$ cat src/rtl/trace_buffer.sv
// Trace capture FIFO: records non-NOP {ts, zero_flag, op_code, alu_out}; optional timestamp via TRACE_TIMESTAMP_EN.
// Latency: a capture is visible at rd_data/rd_valid one cycle after its capture edge.
// Backpressure: rd_valid/rd_ready pop; when full, a capture is dropped (or freezes in HALT if stop_on_full).
module trace_buffer #(
    parameter int VALUE_WIDTH  = 8,
    parameter int OPCODE_WIDTH = 4,
    parameter int DEPTH        = 16,
    parameter int NOP_CODE     = 0,
    parameter int TS_WIDTH     = 16,
`ifdef TRACE_TIMESTAMP_EN
    localparam int ENTRY_W     = TS_WIDTH + 1 + OPCODE_WIDTH + VALUE_WIDTH
`else
    localparam int ENTRY_W     = 1 + OPCODE_WIDTH + VALUE_WIDTH
`endif
) (
    input  logic                      clk,
    input  logic                      rst,
    input  logic                      trace_en,
    input  logic                      stop_on_full,
    input  logic [OPCODE_WIDTH-1:0]   op_code,
    input  logic [VALUE_WIDTH-1:0]    alu_out,
    input  logic                      zero_flag,
    output logic                      rd_valid,
    input  logic                      rd_ready,
    output logic [ENTRY_W-1:0]        rd_data,
    output logic [$clog2(DEPTH):0]    count,
    output logic                      overflow,
    output logic [7:0]                drop_count,
    input  logic                      clear
);
    localparam int AW = $clog2(DEPTH);
    localparam logic [OPCODE_WIDTH-1:0] NOP = OPCODE_WIDTH'(NOP_CODE);

    typedef enum logic [1:0] {IDLE, RUN, HALT} state_t;

    state_t             state;
    logic [ENTRY_W-1:0] mem [DEPTH];
    logic [AW-1:0]      wr_ptr;
    logic [AW-1:0]      rd_ptr;
    logic               full;
    logic               capture;
    logic               pop;
    logic               do_write;
    logic               lost;
    logic [ENTRY_W-1:0] entry;

`ifdef TRACE_TIMESTAMP_EN
    logic [TS_WIDTH-1:0] ts;

    always_ff @(posedge clk or posedge rst) begin
        if (rst) begin
            ts <= '0;
        end else begin
            ts <= ts + 1'b1;
        end
    end

    assign entry = {ts, zero_flag, op_code, alu_out};
`else
    assign entry = {zero_flag, op_code, alu_out};
`endif

    assign rd_valid = (count != '0);
    assign full     = (count == (AW + 1)'(DEPTH));
    assign capture  = (state == RUN) && (op_code != NOP);
    assign pop      = rd_valid && rd_ready;
    // A simultaneous pop frees the slot, so a capture into a full FIFO still lands.
    assign do_write = capture && (!full || pop);
    assign lost     = capture && full && !pop;
    assign rd_data  = rd_valid ? mem[rd_ptr] : '0;

    always_ff @(posedge clk) begin
        if (do_write && !clear) begin
            mem[wr_ptr] <= entry;
        end
    end

    always_ff @(posedge clk or posedge rst) begin
        if (rst) begin
            state      <= IDLE;
            wr_ptr     <= '0;
            rd_ptr     <= '0;
            count      <= '0;
            overflow   <= 1'b0;
            drop_count <= '0;
        end else if (clear) begin
            state      <= IDLE;
            wr_ptr     <= '0;
            rd_ptr     <= '0;
            count      <= '0;
            overflow   <= 1'b0;
            drop_count <= '0;
        end else begin
            if (do_write) begin
                wr_ptr <= wr_ptr + 1'b1;
            end
            if (pop) begin
                rd_ptr <= rd_ptr + 1'b1;
            end
            case ({do_write, pop})
                2'b10:   count <= count + 1'b1;
                2'b01:   count <= count - 1'b1;
                default: count <= count;
            endcase
            if (lost) begin
                overflow <= 1'b1;
                if (drop_count != 8'hFF) begin
                    drop_count <= drop_count + 1'b1;
                end
            end
            case (state)
                IDLE: if (trace_en) state <= RUN;
                RUN: begin
                    if (!trace_en) begin
                        state <= IDLE;
                    end else if (lost && stop_on_full) begin
                        state <= HALT;
                    end
                end
                HALT: if (!trace_en) state <= IDLE;
                default: state <= IDLE;
            endcase
        end
    end
endmodule
$ cat config.mk
export PLATFORM = sky130hd
export DESIGN_NAME = trace_buffer
export DESIGN_NICKNAME = d
export VERILOG_FILES = /design/src/rtl/trace_buffer.sv
export SDC_FILE = /design/constraint.sdc
export NUM_CORES = 1
export LEC_CHECK = 0
export CAP_MARGIN = 15
export CORE_MARGIN = 5
export CORE_UTILIZATION = 30
export DETAILED_ROUTE_END_ITERATION = 10
export PLACE_DENSITY = 0.59
export SETUP_SLACK_MARGIN = 0.02
export SYNTH_ARGS = -nofsm -noshare
export SYNTH_HDL_FRONTEND = slang
export SYNTH_SLANG_ARGS = --single-unit
$ cat constraint.sdc
create_clock -name clk -period 2.16 [get_ports clk]
set_input_delay 0.216 -clock clk [delete_from_list [all_inputs] [get_ports clk]]
set_output_delay 0.216 -clock clk [all_outputs]
set_load 0.03 [all_outputs]
==> results of run 1 <==
[final timing paths]
check / start / to / slack [ps] / cells past startpoint
max in group asynchronous: rst / count[2]$_DFFE_PP0P_ / 1560 / 3
setup / recovery: rd_ptr[0]$_DFFE_PP0P_ / rd_data[12] / -390 / 7
hold / removal: rst / drop_count[6]$_DFFE_PP0P_ / 10 / 2
min in group clk: trace_en / state[1]$_DFFE_PP0P_ / 250 / 3
hold reg to reg: state[1]$_DFFE_PP0P_ / state[0]$_DFFE_PP0P_ / 470 / 1
setup reg to reg: count[2]$_DFFE_PP0P_ / count[0]$_DFFE_PP0P_ / 60 / 4
[Yosys cell counts, drive strengths merged]
cell | instances | share of area
a211oi | 2 | 0.0016
o22ai | 13 | 0.0086
and2 | 12 | 0.0079
nor3 | 2 | 0.0011
a21oi | 14 | 0.0074
mux2i | 30 | 0.032
nand4 | 4 | 0.0026
a21o | 1 | 0.00079
nor2 | 22 | 0.0087
nand3 | 11 | 0.0058
o21a | 2 | 0.0016
nand3b | 1 | 0.00079
o211ai | 3 | 0.0024
and4 | 1 | 0.00092
xnor2 | 1 | 0.00092
nor4 | 5 | 0.0040
or4 | 6 | 0.0051
edfxtp | 208 | 0.66
mux2 | 5 | 0.0079
nor2b | 4 | 0.0026
and3 | 1 | 0.00066
o21ai | 5 | 0.0026
fa | 1 | 0.0021
nor3b | 1 | 0.00079
inv | 12 | 0.0047
o41ai | 2 | 0.0018
nand2 | 7 | 0.0028
mux4 | 52 | 0.12
xor2 | 2 | 0.0018
ha | 9 | 0.012
o311ai | 1 | 0.00092
nand2b | 6 | 0.0040
buf | 12 | 0.0062
and3b | 2 | 0.0018
clkbuf | 13 | 0.0051
or3 | 4 | 0.0026
a2111oi | 1 | 0.00092
dfrtp | 24 | 0.063
o31ai | 3 | 0.0024
[sequential cells by signal (all words and copies together), names as in the netlist]
signal,flops
drop_count,8
overflow,1
mem,208
wr_ptr,4
rd_ptr,4
state,2
count,5
[worst register-to-register path, stage by stage, from the launching register on]
cell	delay, ps
dfrtp_2	440
or4_4	610
mux2_4	320
mux2_4	310
mux2_4	310
[per-layer routing]
metal	share of wire	global-route usage	up-vias
li1	-	-	2319
met1	0.45	0.169	2700
met2	0.48	0.205	147
met3	0.050	0.0246	37
met4	0.020	0.0299	0
met5	0	0	-
[kinds of logic after synthesis]
family,after synthesis,synth area share
adder cells (fa/ha/maj),10,0.0140
multiplexers,87,0.163
AO/OA/AOI/OAI,47,0.0310
AND/OR/NAND/NOR,89,0.0522
buffers and inverters,37,0.0161
flip-flops,232,0.721
XOR/XNOR,3,0.00277
[per-stage QoR]
step                hold slack [ps]  total power, mW  setup TNS [ps]  instances  utilization
CTS                            9.62             14.1           -5740       1045        0.395
finish                         12.2             14.3           -4780       1054        0.401
global placement                453             9.70          -61050        992        0.366
floorplan                       230             7.76           -70.2        505            -
global route                   53.9             14.9           -5760       1054        0.401
detailed placement              459             9.75          -64720        992        0.366
[report_power, final]
group,internal [mW],switching (mW)
clock network,2.26,1.71
registers,4.98,0.0865
logic,2.77,2.49
[final cells by class]
cell class                 instances  share of cell area
timing repair buffer             128               0.132
sequential                       232               0.545
clock buffer                      32              0.0518
inverter                          12             0.00378
clock inverter                    12             0.00825
tap                              402              0.0399
multi-input combinational        236               0.220
[timing repair]
item                       4_1_cts  5_1_grt
gates resized for setup         17       26
pin swaps                        2       11
buffers inserted                 9        7
cloned                           0        2
setup endpoints to repair       16      124
==> impl_results.md, run 1 <==
* Area Overhead vs Synth at 32.7%
* RSZ-0062 raised after global routing: yes
* Crit path arrival time at 2330 ps
* Fill cells at approximately 2,800
* CTS Sinks at approximately 230
* Critical path's largest stage delay at 490 ps
* TritonCTS buffer count at 25
* CP top delay family: multiplexers
* Placed cell areas at around 11,000 um2
* Starting DRT DRC Count at 422
* Post-synthesis sequential area ratio at 0.721
* Cell mode on critical path: buf_12
* Syn nets at 534
* PwrDens at 1140 nW/um2
* Area of the multi-input gates at approximately 2800 um2
* Via/cell ratio at 4.94
* ANT nets after route at 0
* Ant diodes at 0
* Vias in the first global route at 5,527
* I/O Pins at 47
* Seq. cell area at 6860 um2
* Max-Cap Viols at 0
* Maximum vdd drop at 784 uV
* Die area at between 30,000 and 40,000 um2
* Row Count at 65
* Vias at 5,203
* GPL Wtd Cong at 0.792
* Core area at about 31,000 um2
* Flops & latches, synth at 232
* All-Layer GR Usage at 0.124
* Worst-Skew Late Latency at 540 ps
* DR pass1 iterations at 4
* Share of cells above drive strength 1 at 0.373
* Post-Syn Area at ~9500 um2
* Post-Route WL at 22,100 um
* Initial cell density of the core at 0.302
* Largest net degree at the start of global routing at 39
* Clock transition at path regs at 60 ps
* Clk buf depth at 3
* CP bufs+invs at 4
* First-pass GRT wire length at ~34,000 um
* Tightest Pin Transition at ~600 ps
* Remaining Overflow, GRT at 0
* HP Class: input port to asynchronous set/reset pin
* Commonest non-fill, non-tap cells in the layout: edfxtp_1 (208), mux4_2 (52), buf_12 (45), buf_4 (41), clkdlybuf4s50_1 (29)
* Initial antenna violation count at 0
* Syn Area/Cell at around 19 um2
* Crit path time final at around 2600 ps
* Slew HR at 0.596
* Final hold vios at 0
* # DRC at 0
* Startpoint Class: register
* Setup Skew at 12.5 ps
* Slew Viols, Final at 0
* Period utilisation layout at 1.18
* Max Clock Freq at just under 400 MHz
* H-tree depth at 1
* Most common cell after layout, fill and taps aside: edfxtp_1
* Lkg Pwr at 4.11 nW
* Post-Synthesis Cells at 505
* Final instance area at 12,600 um2
* CP max-delay cell: dfrtp_4
* Clock root buffer: clkbuf_16
* Final setup fails at 13
* DR WL/cell at approximately 21 um
* Synth unique cells at 44
* Max FO, Critical Path at 8
* CP Data Required Time at 1940 ps
* Fin nets at 664
* Die H at 188 um
* Failing checks: negative setup slack
* Hold buffers post-CTS at 0
* Crit-path cells: buf_6 -> buf_12 -> buf_12 -> mux4_2 -> mux2i_2 -> o22ai_4 -> buf_12
* Critical Path End Type: output port
* Worst setup margin at -390 ps
* Synthesis warning total at 0
* Critical path type: register to output port
* Outcome: finished with violations
* # port buffers at 46
* Die width at 188 um
* Placement Setup Slack at -621 ps
* Final HPWL DP at roughly 14,000 um
* CTS tree: done
(Power assumes the default switching activity.)
==> inputs of run 2 (changes only) <==
--- a/config.mk
+++ b/config.mk
@@ -5,11 +5,13 @@
 export SDC_FILE = /design/constraint.sdc
 export NUM_CORES = 1
 export LEC_CHECK = 0
+export ABC_AREA = 1
 export CAP_MARGIN = 15
 export CORE_MARGIN = 5
 export CORE_UTILIZATION = 30
 export DETAILED_ROUTE_END_ITERATION = 10
-export PLACE_DENSITY = 0.59
+export GPL_TIMING_DRIVEN = 0
+export PLACE_DENSITY = 0.47
 export SETUP_SLACK_MARGIN = 0.02
 export SYNTH_ARGS = -nofsm -noshare
 export SYNTH_HDL_FRONTEND = slang
==> run 2 against run 1 <==
The run still ends with negative setup slack left. Core utilization fell by 1.3 points. Die area rose by 5.2%. Flip-flop and latch count did not move. Highest routed layer unchanged.
==> impl_results.md, run 2 <==
* Clock share of power at 0.270 (-0.008)
* Sequential Power Share at 0.344 (-0.010)
* Maximum vdd drop at 733 uV (-6.5%)
* RR Startpoint: state[1]$_DFFE_PP0P_
* Failing checks: negative setup slack
* # port buffers at 45 (-2.2%)
* Crit path arrival time at 2240 ps (-90 ps)
* Total chip power at 14.8 mW (+3.7%)
* Reg2reg path depth at 9 (+5)
* Synth unique cells at 32 (-27%)
* Clock transition at path regs at 60 ps (about the same)
* Row Count at 67 (+3.1%)
* Startpoint Class: register
* Core Util, Final at 0.388 (-0.0131)
* Via/cell ratio at 4.71 (-4.6%)
* Top Registers: mem x208, drop_count x8, count x5
* Period utilisation layout at 1.13 (-0.0458)
* Ant diodes at 0 (unchanged)
* Post-synthesis sequential area ratio at 0.683 (-0.0377)
* Max Clock Freq at 408 MHz (+4.0%)
* R2R Setup Slk at 90 ps (+30 ps)
* Final setup fails at 13 (unchanged)
* Hold path endpoint: count[1]$_DFFE_PP0P_
* GPL Wtd Cong at 0.835 (+5.3%)
* Syn Area/Cell at 11.1 um2 (-41%)
* RSZ-0062 raised after global routing: yes
* # DRC at 0 (unchanged)
* Synth top area share at 0.623 (-0.0344)
* Area Overhead vs Synth at 28.9%
* Synth area leaders: edfxtp_1 (62%), nand2_1 (12%), nand3_1 (8.5%)
* I/O Pins at 47 (unchanged)
* ANT nets after route at 0 (unchanged)
* Final hold vios at 0 (unchanged)
* Fin nets at 1,052 (+58%)
* Slew HR at 0.387 (-0.208)
* Share of cells above drive strength 1 at 0.237 (-0.136)
* Post-synth EDFFs at 208 (unchanged)
* CP Data Required Time at 1940 ps (about the same)
* Commonest non-fill, non-tap cells in the layout: nand2_1 (293), edfxtp_1 (208), nand3_1 (142), buf_4 (36)
* Die H at 193 um (+2.6%)
* Reg2reg end: mem[12][4]$_DFFE_PP_
* H-tree depth at 1 (unchanged)
* Vias in the first global route at 6,783 (+23%)
* DR pass1 iterations at 5 (+1)
* Combinational share of power at 0.386 (+0.018)
* Initial cell density of the core at 0.301 (-0.00140)
* Ys flop type: edfxtp_1
* Seq. cell area at 6850 um2 (-0.15%)
* Clk buf depth at 3 (unchanged)
* Fin Setup TNS at -3180 ps (+1600 ps)
* Post-Syn Area at 10,000 um2 (+5.5%)
* Area of the multi-input gates at 3230 um2 (+17%)
* Cell accounting for the most synthesized area: edfxtp_1
* Initial antenna violation count at 1 (+1)
* Critical Path End Type: output port
* Max FO, Critical Path at 9 (+1)
* Die width at 193 um (+2.6%)
* Synthesis warning total at 0 (unchanged)
* CTS Sinks at 232 (unchanged)
* Largest net degree at the start of global routing at 25 (-36%)
* CP startpoint: rd_ptr[0]$_DFFE_PP0P_
* Number of flip-flops in the largest register at 208 (unchanged)
* Net Sw Frac at 0.370 (+0.0699)
* DR WL/cell at 19.8 um (-5.7%)
* Most common cell after layout, fill and taps aside: nand2_1
* TritonCTS buffer count at 26 (+4.0%)
* Max-Cap Viols at 0 (unchanged)
* Crit path time final at 2450 ps (-98.9 ps)
* Post-Route WL at 29,400 um (+33%)
* All-Layer GR Usage at 0.157 (+0.0333)
* First-pass GRT wire length at 43,300 um (+28%)
* Lkg Pwr at 4.89 nW (+19%)
* Outcome: finished with violations
* Worst-Skew Late Latency at 530 ps (about the same)
* Die area at 37,100 um2 (+5.2%)
* Vias at 7,002 (+35%)
* Fill cells at 3,261 (+17%)
* Syn nets at 935 (+75%)
* Slew Viols, Final at 0 (unchanged)
* Setup Skew at 21.5 ps (+9.03 ps)
* Placement Setup Slack at -1240 ps (-615 ps)
* Worst Hold Depth at 4
* Asr flop ratio synth at 0.103 (unchanged)
* Hold Crit Start: clear
* PwrDens at 1150 nW/um2 (+1.1%)
* Reg with most FFs: mem
* Clock root buffer: clkbuf_16
* Starting DRT DRC Count at 552 (+31%)
* Most common cell in the netlist: nand2_1
* CTS tree: done
* HP Class: input port to register
* Final HPWL DP at 19,400 um (+40%)
* Critical path type: register to output port
* Switch Pwr at 5.49 mW (+28%)
* Flops & latches, synth at 232 (unchanged)
* Worst setup margin at -291 ps (+98.9 ps)
* Remaining Overflow, GRT at 0 (unchanged)
* Int Pwr at 9.35 mW (-6.7%)
* Tightest Pin Transition at 916 ps (+312 ps)
* Commonest cells in the netlist: nand2_1 (319), edfxtp_1 (208), nand3_1 (171), inv_1 (29), dfrtp_1 (24)
* Core area at 33,300 um2 (+6.0%)
* Post-Synthesis Cells at 906 (+79%)
[run 2: cell types whose count changed after synthesis, sizes merged, moves of 6 or more]
cell and delta:
nand2 +315, nand3 +164, mux4 -52, mux2i -30, buf +27, inv +19, nor3 +15, o22ai -13
and2 -12, clkbuf -6, nand2b -6, or4 -6
[run 2: area by class of cell]
type                       count  area share
clock buffer                  33      0.0541
inverter                      33      0.0108
buffer                        46      0.0337
multi-input combinational    595       0.250
sequential                   232       0.530
clock inverter                11     0.00465
tap                          448      0.0434
timing repair buffer          89      0.0728
[run 2: cell families after synthesis]
logic type | count (synthesis) | share of synthesized area
xor+xnor | 7 | 0.00612
flops | 232 | 0.683
fa+ha+maj | 10 | 0.0132
simple gates | 548 | 0.240
buf+inv | 79 | 0.0388
compound gates | 30 | 0.0180
[run 2: worst max path at each step]
stage | to | slack (ps) | cells past startpoint
3_5_place_dp | mem[10][3]$_DFFE_PP_ | -1240 | 8
4_1_cts | rd_data[4] | -310 | 11
5_1_grt | rd_data[9] | -350 | 9
3_3_place_gp | mem[1][6]$_DFFE_PP_ | -2470 | 7
6_report | rd_data[9] | -290 | 11
2_1_floorplan | mem[13][0]$_DFFE_PP_ | -290 | 6
[run 2: critical path, cell delays in order, from the launching register on]
cell      delay (ps)
dfrtp_1          390
buf_6            160
clkinv_8          80
buf_12           140
buf_12           130
nand2_1           50
nand3_1           90
nand3_2          140
nand2_2          110
nand2_2           70
a21oi_4          190
buf_6            150
[run 2: what timing repair did]
item | 4_1_cts | 5_1_grt
setup buffers | 12 | 9
gates cloned | 0 | 4
hold buffers | 0 | 1
resized for setup | 201 | 65
endpoints found under the hold margin | 0 | 4
pin swaps | 19 | 30
endpoints found under the setup margin | 226 | 112
[run 2: per-layer routing]
metal,global-route usage,routed length (um)
met5,0,0
met4,0.0565,988
met3,0.0215,1500
met2,0.250,13700
met1,0.220,13300
[run 2: per-stage QoR]
step	cell area (um2)	hold WS [ps]	instances
after floorplan	10000	231	906
after detailed placement	11300	494	1416
after global placement	11000	497	1399
final	12900	134	1487
after CTS	12500	122	1472
after global routing	12900	149	1487
[run 2: power groups by stage]
stage          Combinational, mW  Sequential, mW  Clock [mW]
2_1_floorplan               2.74            5.27           0
3_3_place_gp                4.64            5.20           0
3_5_place_dp                4.68            5.19           0
4_1_cts                     5.26            5.10        4.10
5_1_grt                     6.15            5.11        4.30
6_report                    5.73            5.10        4.01
